`src/rtl/key_arb_pkg.sv`:
```
// key_arb_pkg: note scan codes, owner/state types and the note-code filter for the key source arbiter
package key_arb_pkg;
  localparam logic [7:0] NOTE_Z = 8'h1A;
  localparam logic [7:0] NOTE_X = 8'h22;
  localparam logic [7:0] NOTE_C = 8'h21;
  localparam logic [7:0] NOTE_V = 8'h2A;
  localparam logic [7:0] NOTE_B = 8'h32;
  localparam logic [7:0] NOTE_N = 8'h31;
  localparam logic [7:0] NOTE_M = 8'h3A;
  localparam int HOLD_MAX_DEFAULT = 50_000_000;
  typedef enum logic [1:0] {OWN_NONE = 2'b00, OWN_MAN = 2'b01, OWN_AUTO = 2'b10} owner_t;
  typedef enum logic [1:0] {ST_IDLE, ST_MAN, ST_AUTO} state_t;
  function automatic logic is_note_code(input logic [7:0] c);
    return c inside {NOTE_Z, NOTE_X, NOTE_C, NOTE_V, NOTE_B, NOTE_N, NOTE_M};
  endfunction
endpackage

```
`src/rtl/key_event_slot.sv`:
```
// key_event_slot: 1-deep pending press register; an incoming press is visible in the same cycle
module key_event_slot
  import key_arb_pkg::*;
(
  input  logic       clk,
  input  logic       rst,
  input  logic [7:0] code,
  input  logic       valid,
  input  logic       clr,
  output logic       pend,
  output logic [7:0] pcode,
  output logic       ovf
);
  logic       full;
  logic [7:0] held;
  logic       press;
  assign press = valid && is_note_code(code);
  assign pend  = full || press;
  assign pcode = press ? code : held;
  assign ovf   = full && press;
  always_ff @(posedge clk or negedge rst) begin
    if (!rst) begin
      full <= 1'b0;
      held <= '0;
    end else begin
      full <= pend && !clr;
      held <= pcode;
    end
  end
endmodule

```
`src/rtl/key_source_arbiter.sv`:
```
// key_source_arbiter: shares the note channel between manual and auto-play sources, manual first.
// Optional AUTO_LOCKOUT_EN mutes auto presses for LOCKOUT_CYCLES after each manual grant.
module key_source_arbiter
  import key_arb_pkg::*;
#(
  parameter int HOLD_MAX = HOLD_MAX_DEFAULT,
`ifdef AUTO_LOCKOUT_EN
  parameter int LOCKOUT_CYCLES = 100_000_000,
`endif
  parameter int CNT_W = 8
) (
  input  logic             clk,
  input  logic             rst,
  input  logic [7:0]       man_code,
  input  logic             man_valid,
  input  logic             man_release,
  input  logic [7:0]       auto_code,
  input  logic             auto_valid,
  input  logic             auto_release,
  output logic [7:0]       note_code,
  output logic             note_on,
  output logic             note_start,
  output logic [1:0]       owner,
  output logic [CNT_W-1:0] drop_cnt
);
  localparam int HW = $clog2(HOLD_MAX + 1);
  state_t        state, state_d;
  logic [HW-1:0] hold, hold_d;
  logic [7:0]    code_d, man_pcode, auto_pcode;
  logic          start_d, man_clr, auto_clr, drop, auto_in, lock_drop;
  logic          man_pend, auto_pend, auto_ovf, man_ovf_unused;
  logic          timeout, man_rel, auto_rel;
`ifdef AUTO_LOCKOUT_EN
  localparam int LW = $clog2(LOCKOUT_CYCLES + 1);
  logic [LW-1:0] lock;
  assign auto_in   = auto_valid && lock == '0;
  assign lock_drop = auto_valid && lock != '0 && is_note_code(auto_code);
  always_ff @(posedge clk or negedge rst) begin
    if (!rst) lock <= '0;
    else if (state_d == ST_MAN && start_d) lock <= LW'(LOCKOUT_CYCLES);
    else if (lock != '0) lock <= lock - LW'(1);
  end
`else
  assign auto_in   = auto_valid;
  assign lock_drop = 1'b0;
`endif
  key_event_slot u_man_slot (
    .clk(clk), .rst(rst), .code(man_code), .valid(man_valid), .clr(man_clr),
    .pend(man_pend), .pcode(man_pcode), .ovf(man_ovf_unused)
  );
  key_event_slot u_auto_slot (
    .clk(clk), .rst(rst), .code(auto_code), .valid(auto_in), .clr(auto_clr),
    .pend(auto_pend), .pcode(auto_pcode), .ovf(auto_ovf)
  );
  assign timeout  = hold == HW'(HOLD_MAX - 1);
  assign man_rel  = man_release && man_code == note_code;
  assign auto_rel = auto_release && auto_code == note_code;
  assign note_on  = state != ST_IDLE;
  assign owner    = state == ST_MAN ? OWN_MAN : state == ST_AUTO ? OWN_AUTO : OWN_NONE;
  // A press on the same cycle as a matching release behaves as release-then-press, i.e. a retrigger.
  always_comb begin
    state_d  = state;
    code_d   = note_code;
    start_d  = 1'b0;
    hold_d   = hold + HW'(1);
    man_clr  = 1'b0;
    auto_clr = 1'b0;
    drop     = auto_ovf || lock_drop;
    case (state)
      ST_MAN: begin
        if (timeout) begin
          state_d = ST_IDLE;
          code_d  = '0;
          man_clr = 1'b1;
        end else if (man_pend) begin
          code_d  = man_pcode;
          start_d = 1'b1;
          hold_d  = '0;
          man_clr = 1'b1;
        end else if (man_rel) begin
          state_d = ST_IDLE;
          code_d  = '0;
        end
      end
      ST_AUTO: begin
        if (timeout) begin
          state_d  = ST_IDLE;
          code_d   = '0;
          auto_clr = 1'b1;
          drop     = drop || auto_pend;
        end else if (man_pend) begin
          state_d  = ST_MAN;
          code_d   = man_pcode;
          start_d  = 1'b1;
          hold_d   = '0;
          man_clr  = 1'b1;
          auto_clr = 1'b1;
          drop     = drop || auto_pend;
        end else if (auto_pend) begin
          code_d   = auto_pcode;
          start_d  = 1'b1;
          hold_d   = '0;
          auto_clr = 1'b1;
        end else if (auto_rel) begin
          state_d = ST_IDLE;
          code_d  = '0;
        end
      end
      default: begin
        hold_d = '0;
        if (man_pend) begin
          state_d  = ST_MAN;
          code_d   = man_pcode;
          start_d  = 1'b1;
          man_clr  = 1'b1;
          auto_clr = 1'b1;
          drop     = drop || auto_pend;
        end else if (auto_pend) begin
          state_d  = ST_AUTO;
          code_d   = auto_pcode;
          start_d  = 1'b1;
          auto_clr = 1'b1;
        end
      end
    endcase
  end
  always_ff @(posedge clk or negedge rst) begin
    if (!rst) begin
      state      <= ST_IDLE;
      note_code  <= '0;
      note_start <= 1'b0;
      hold       <= '0;
      drop_cnt   <= '0;
    end else begin
      state      <= state_d;
      note_code  <= code_d;
      note_start <= start_d;
      hold       <= hold_d;
      drop_cnt   <= (drop && !(&drop_cnt)) ? drop_cnt + CNT_W'(1) : drop_cnt;
    end
  end
endmodule

```
`config.mk`:
```
export PLATFORM = sky130hd
export DESIGN_NAME = key_source_arbiter
export DESIGN_NICKNAME = d
export VERILOG_FILES = /design/src/rtl/key_arb_pkg.sv /design/src/rtl/key_event_slot.sv /design/src/rtl/key_source_arbiter.sv
export SDC_FILE = /design/constraint.sdc
export NUM_CORES = 1
export LEC_CHECK = 0
export ABC_AREA = 1
export BUFFER_PORTS_ARGS = -buffer_cell sky130_fd_sc_hd__buf_2
export CAP_MARGIN = 20
export CORE_MARGIN = 1.5
export CORE_UTILIZATION = 30
export DETAILED_ROUTE_END_ITERATION = 10
export GPL_ROUTABILITY_DRIVEN = 0
export SLEW_MARGIN = 20
export SYNTH_ARGS = -nofsm -noshare
export SYNTH_HDL_FRONTEND = slang
export SYNTH_SLANG_ARGS = --single-unit
```
`constraint.sdc`:
```
create_clock -name clk -period 2 [get_ports clk]
set_input_delay 0.3 -clock clk [delete_from_list [all_inputs] [get_ports clk]]
set_output_delay 0.3 -clock clk [all_outputs]
set_load 0.05 [all_outputs]
```
## After elaboration in Yosys (flattened, before gate mapping)

Cells that the tools add are included.

- Add/sub/neg operators: 2
- $mul: 0
- Div/mod/pow operators: 0
- $lt $le $gt $ge: 0
- Equal/unequal tests: 25
- Shift operators: 0
- Mux-type cells: 43
- Bitwise logic cells: 0
- Reduce and logical (&&, ||, !) cells: 21

Operators by type and width:

| kind | count |
|---|---|
| $mux 26 | 5 |
| $eq 8x6->1 const B | 12 |
| $mux 8 | 11 |
| $pmux 26 s2 | 1 |
| $add 26x1->26 const B | 1 |
| $eq 26x26->1 const B | 1 |
| $mux 2 | 11 |
| $eq 8x5->1 const B | 2 |
| $eq 8x8->1 | 2 |
| $pmux 8 s2 | 1 |
| $reduce_bool 7->1 | 2 |
| $ne 4x3->1 const B | 3 |
| $mux 1 | 9 |
| $add 8x1->8 const B | 1 |
| $logic_and 1x1->1 | 8 |
| $pmux 1 s2 | 4 |
| $reduce_and 8->1 | 1 |
| $ne 3x3->1 const B | 2 |
| $ne 5x4->1 const B | 1 |
| $reduce_and 5->1 | 1 |
| $pmux 2 s2 | 1 |
| $reduce_bool 4->1 | 1 |
| $logic_not 1->1 | 3 |
| $logic_or 1x1->1 | 3 |
| 4 further kinds | 4 |

- Register bits: 63
- Latch bits: 0
- Memory bits (writable): 0
- Bits in read-only memories: 0
- Input port bits: 22
- Output and inout bits: 20
- Word-level logic and storage cells: 100
- Memories: 0

## Longest topological paths before layout

- Depth in word-level cells: 10
- Mapped depth: 13
- Gate-level depth less buffers: 13

## Hierarchy

A second synthesis with hierarchy kept.

- Cell total of the unflattened synthesis: 570
- Area total of the unflattened synthesis: 4026.4 µm²

Modules (own cells, without submodules):

| module | instances | cells an instance | area each (µm²) | seq. area each (µm²) |
|---|---|---|---|---|
| key_source_arbiter | 1 | 466 | 3133.0 | 1126.1 |
| key_event_slot | 2 | 52 | 446.7 | 225.2 |

## Worst setup path after synthesis

Ideal clock, no wire load.

- Kind: reg2reg
- Start: reg drop_cnt[0]
- End: reg drop_cnt[2]
- Setup time: 0.065 ns
- Data arrival time: 1.926 ns
- Required time: 1.935 ns
- Path slack: 0.009 ns
- Stages on the path, launching flop included: 9
- Buffers on the path: 0
- Clock period less this slack: 1.991 ns
- Cells stage by stage: dfrtp_1 -> ha_1 -> nand3_1 -> nand3b_1 -> nor3b_1 -> nor2_4 -> nand2_4 -> nand2_1 -> nand2_1

- Longest elaborated chain between the ends: 3
- Elaborated cells on any way between the ends: 4
- Those cells by class: 1 x add/sub; 3 x reduce/logical

RTL lines:

| element | line | RTL |
|---|---|---|
| start, declared | key_source_arbiter.sv:24 | `output logic [CNT_W-1:0] drop_cnt` |
| start signal, assigned | key_source_arbiter.sv:139 | `drop_cnt <= (drop && !(&drop_cnt)) ? drop_cnt + CNT_W'(1) : drop_cnt;` |
| parallel branches: the longest is 3 deep, another holds $add 8x1->8 | -- |  |

Several ways; the timed one is not identified.
A chain may end at the register's enable or synchronous reset.

## Worst setup path in the final report

- Start: reg hold[0]
- End: reg hold[24]

- Longest elaborated chain between the ends: 5
- Elaborated cells on any way between the ends: 8
- Those cells by class: 1 x add/sub; 1 x eq/ne; 6 x mux

RTL lines:

| element | line | RTL |
|---|---|---|
| start, declared | key_source_arbiter.sv:28 | `logic [HW-1:0] hold, hold_d;` |
| start signal, assigned | key_source_arbiter.sv:138 | `hold <= hold_d;` |
| $add 26x1->26 | key_source_arbiter.sv:65 | `hold_d = hold + HW'(1);` |
| $mux 26 | key_source_arbiter.sv:99 | `end else if (auto_pend) begin` |
| $mux 26 | key_source_arbiter.sv:91 | `end else if (man_pend) begin` |
| $mux 26 | key_source_arbiter.sv:86 | `if (timeout) begin` |
| $pmux 26 s2 (*) | key_source_arbiter.sv:69 | `case (state)` |
| named net hold_d[24] | key_source_arbiter.sv:28 |  |

Mark *: on every way through the listed nets, which the timed path passes. The rest lies on a longest branch.

==> reports/results.md <==
| Quantity | Value |
| --- | --- |
| Die height | 121 um |
| Remaining routing DRC violations | 0 |
| Classification of the worst-slack hold path | in -> reg |
| Full die area | 0.0146 mm^2 |
| Stage delay of the slowest cell on the critical path | 0.34 ns |
| Avg Synthesized Cell Area | 7.55 um^2 |
| Startpoint of the most critical setup path | hold[0]$_DFF_PN0_ |
| Num ports | 42 |
| Via density per instance | 4.62 |
| Transition time at the pin with the least slew margin | 0.416 ns |
| GRT Util Overall | 0.145 |
| Internal power summed over all cells | 3.22 mW |
| Warnings from Yosys | 0 |
| Clock net sink count | 63 |
| Peak supply drop | 0.393 mV |
| Required time of the critical path | 2.26 ns |
| Top cell type by total area after synthesis | sky130_fd_sc_hd__dfrtp_1 |
| Number of clock buffers inserted by TritonCTS | 9 |
| Placeable core area | 0.0133 mm^2 |
| Initial standard-cell utilization of the core | 0.311 |
| Run status | finished clean |
| Areal power density over the cells | 1100 mW/mm^2 |
| Detail Route Antenna Nets | 0 |
| Number of enable-type register cells in the synthesized netlist | 0 |
| Pins over their slew limit | 0 |
| Setup crit start kind | flip-flop |
| Critical path class | reg -> reg |
| Leading post-synthesis cells by cell area | sky130_fd_sc_hd__dfrtp_1, sky130_fd_sc_hd__nand2_1, sky130_fd_sc_hd__nor2_4 |
| Chip width | 121 um |
| FFs w/ async S/R, synth | 1.00 |
| Net count after synthesis | 578 |
| Layout Cells excl Fill | 787 |
| Leak Pwr | 2.44 nW |
| Count of TritonRoute iterations in the first routing pass | 5 |
| Max Clk Rate | 546 MHz |
| R2R setup slack | 0.17 ns |
| Number of vias after detailed routing | 3,633 |
| Buffer cell driving the clock tree root | sky130_fd_sc_hd__clkbuf_16 |
| Setup total negative slack | 0 ns |
| Area added between synthesis and finish | 19.7% |
| Min Tclk post-route | 1.83 ns |
| Placement row count | 42 |
| Global route overflow | 0 |
| Number of synthesized register bits | 63 |
| Origin of the critical flop-to-flop path | hold[0]$_DFF_PN0_ |
| Initial DRC count | 204 |
| Diode count | 0 |
| Fill cell count | 1,450 |
| Post-synthesis instance area | 0.00415 mm^2 |
| Post-layout nets | 635 |
| First-pass GRT wire length | 16,800 um |
| WL per Instance | 12.3 um |
| Worst setup slack after layout | 0.167 ns |
| Area post-placement | 0.00463 mm^2 |
| H-tree lvl count | 3 |
| Number of buffers inserted to repair setup after CTS | 0 |
| Worst clock skew | 0.00592 ns |
| Sequential area share after synthesis | 0.380 |
| Tcrit/Tclk final | 0.916 |
| Cells along the critical path | ha_1, nand2_2, nor2_4, nand2_2, nor2_2, nand3_2, nand2_2, nand3_4, o21ai_4, inv_4, buf_12, nor2_1 |
| Number of antenna violations at the first check in global routing | 0 |
| Pin count of the biggest net entering global routing | 33 |
| Clock Path Buffers | 2 |
| Post-CTS clock slew at the launch and capture registers of the worst setup and hold paths | 0.05 ns |
| Crit path DAT | 2.09 ns |
| Fraction of layout instances using a drive strength above 1 | 0.203 |
| RSZ-0062 raised after global routing | false |
| Number of max-cap violations | 0 |
| Share of total power in sequential cells | 0.284 |
| Most Frequent Cell on Critical Path | sky130_fd_sc_hd__nand2_2 |
| Critical path endpoint category | flip-flop |
| Most frequent cells after synthesis | sky130_fd_sc_hd__nand2_1, sky130_fd_sc_hd__inv_1, sky130_fd_sc_hd__dfrtp_1, sky130_fd_sc_hd__nand3_1, sky130_fd_sc_hd__nor2_1 |
| Comb power frac | 0.415 |
| Synth top area share | 0.380 |
| Number of I/O port buffers | 41 |
| Most used flip-flop cell after synthesis | sky130_fd_sc_hd__dfrtp_1 |
| Clock tree from TritonCTS | done |
| Cell with the most instances after synthesis | sky130_fd_sc_hd__nand2_1 |
| Worst-case setup slack after placement | 0.123 ns |
| Switching share of power | 0.412 |
| HPWL reported at the end of detailed placement | 7520 um |
| Clock network power share | 0.302 |
| Worst Path Max Fanout | 8 |
| Routed wire length | 9690 um |
| Number of setup violations in the final report | 0 |
| Slew margin rel. | 0.723 |
| Number of global-route vias before repair | 3,554 |
| Instance count of the mapped netlist | 550 |
| Hold Path Origin | auto_code[5] |
| Number of placed instances, taps included | 771 |
| Latest clock arrival within the worst-skew pair | 0.33 ns |
| Number of different library cells in the post-synthesis netlist | 35 |
| Switching power of the nets | 2.26 mW |
| Final-report hold violation count | 0 |
| Standard cell with the maximum stage delay on the critical path | sky130_fd_sc_hd__dfrtp_1 |
| Design area | 0.00497 mm^2 |
## cell families (layout without fill, tap and decap cells)
kind of cell             Yosys count  in the layout  share of synthesized area
flip-flops                        63             63                      0.380
XOR/XNOR                          28             28                     0.0591
adder cells (fa/ha/maj)            6              6                     0.0181
AND/OR/NAND/NOR                  353            353                      0.422
buffers and inverters             77            138                     0.0814
AO/OA/AOI/OAI                     23             23                     0.0395
## state kept, by name, summed over array words and instances, names as in the netlist
register,flops
drop_cnt,8
hold,26
note_code,8
note_start,1
state,2
u_auto_slot.full,1
u_auto_slot.held,8
u_man_slot.full,1
u_man_slot.held,8
## through the flow
| stage | total power, mW | util | hold slack, ns |
|---|---|---|---|
| 2_1_floorplan | 3.21 | - | 0.00441 |
| 3_3_place_gp | 3.78 | 0.347 | 0.150 |
| 3_5_place_dp | 3.82 | 0.347 | 0.150 |
| 4_1_cts | 5.50 | 0.371 | 0.283 |
| 5_1_grt | 5.83 | 0.372 | 0.308 |
| 6_report | 5.47 | 0.372 | 0.294 |
## power by group through the flow
stage                     Clock (mW)  Combinational, mW  Sequential (mW)
final                           1.65               2.27             1.55
after global routing            1.75               2.51             1.57
after CTS                       1.70               2.25             1.55
after detailed placement           0               2.24             1.57
after global placement             0               2.21             1.56
after floorplan                    0               1.43             1.78
## path summary, 6_finish.rpt
| kind | end | depth (start not counted) |
|---|---|---|
| worst max-delay path | hold[24]$_DFF_PN0_ | 12 |
| worst min-delay path | u_auto_slot.held[5]$_DFF_PN0_ | 3 |
| worst max register to register | hold[24]$_DFF_PN0_ | 12 |
| worst min register to register | u_auto_slot.held[4]$_DFF_PN0_ | 2 |
| max in group asynchronous | hold[7]$_DFF_PN0_ | 3 |
| min in group asynchronous | note_code[4]$_DFFE_PN0P_ | 2 |
## layout make-up
cell class,count,area (um^2),share of cell area
Multi-Input combinational cell,410,2250,0.454
Sequential cell,63,1580,0.317
Timing Repair Buffer,54,343,0.0690
Inverter,69,262,0.0526
Clock buffer,11,243,0.0489
Tap cell,176,220,0.0443
Clock inverter,4,70.1,0.0141
## what timing repair did
action | CTS | global route
hold buffers | 1 | 0
setup endpoints to repair | 0 | 15
hold endpoints to repair | 6 | 0
gates resized for setup | 0 | 4
## per-layer routing
layer / track usage / routed length [um] / vias to the layer above
li1: - / - / 1856
met5: 0 / 0 / -
met1: 0.194 / 4720 / 1688
met4: 0.0713 / 180 / 0
met3: 0.0283 / 412 / 12
met2: 0.224 / 4380 / 77
## layout by cell type (no fill, tap or decap), types with 2 or more instances in the layout
cell	n
sky130_fd_sc_hd__o22ai_1	2
sky130_fd_sc_hd__o21ai_0	10
sky130_fd_sc_hd__dfrtp_1	63
sky130_fd_sc_hd__nand2_1	173
sky130_fd_sc_hd__clkinv_2	2
sky130_fd_sc_hd__nand3_1	51
sky130_fd_sc_hd__inv_2	4
sky130_fd_sc_hd__buf_4	9
sky130_fd_sc_hd__xnor2_1	9
sky130_fd_sc_hd__and2_1	4
sky130_fd_sc_hd__nor3_1	12
sky130_fd_sc_hd__a21oi_1	4
sky130_fd_sc_hd__nand4_1	22
sky130_fd_sc_hd__nand2_2	8
sky130_fd_sc_hd__inv_1	64
sky130_fd_sc_hd__o21ai_4	3
sky130_fd_sc_hd__nor2_2	6
sky130_fd_sc_hd__nand3_2	4
sky130_fd_sc_hd__buf_12	3
sky130_fd_sc_hd__xor2_1	19
sky130_fd_sc_hd__nand2_4	3
sky130_fd_sc_hd__ha_1	6
sky130_fd_sc_hd__bufinv_16	2
sky130_fd_sc_hd__clkbuf_16	9
sky130_fd_sc_hd__nor2_4	26
sky130_fd_sc_hd__nor2_1	40
sky130_fd_sc_hd__buf_2	41
## worst max-delay path, delay by kind of cell, from the launching register on
| kind | cells | cell delay (ns) |
|---|---|---|
| AOI/OAI and AO/OA | 1 | 0.15 |
| adders and majority gates | 1 | 0.20 |
| buffers and inverters | 2 | 0.27 |
| DFF | 1 | 0.34 |
| and+or+nand+nor | 8 | 0.82 |
(Power assumes the default switching activity.)
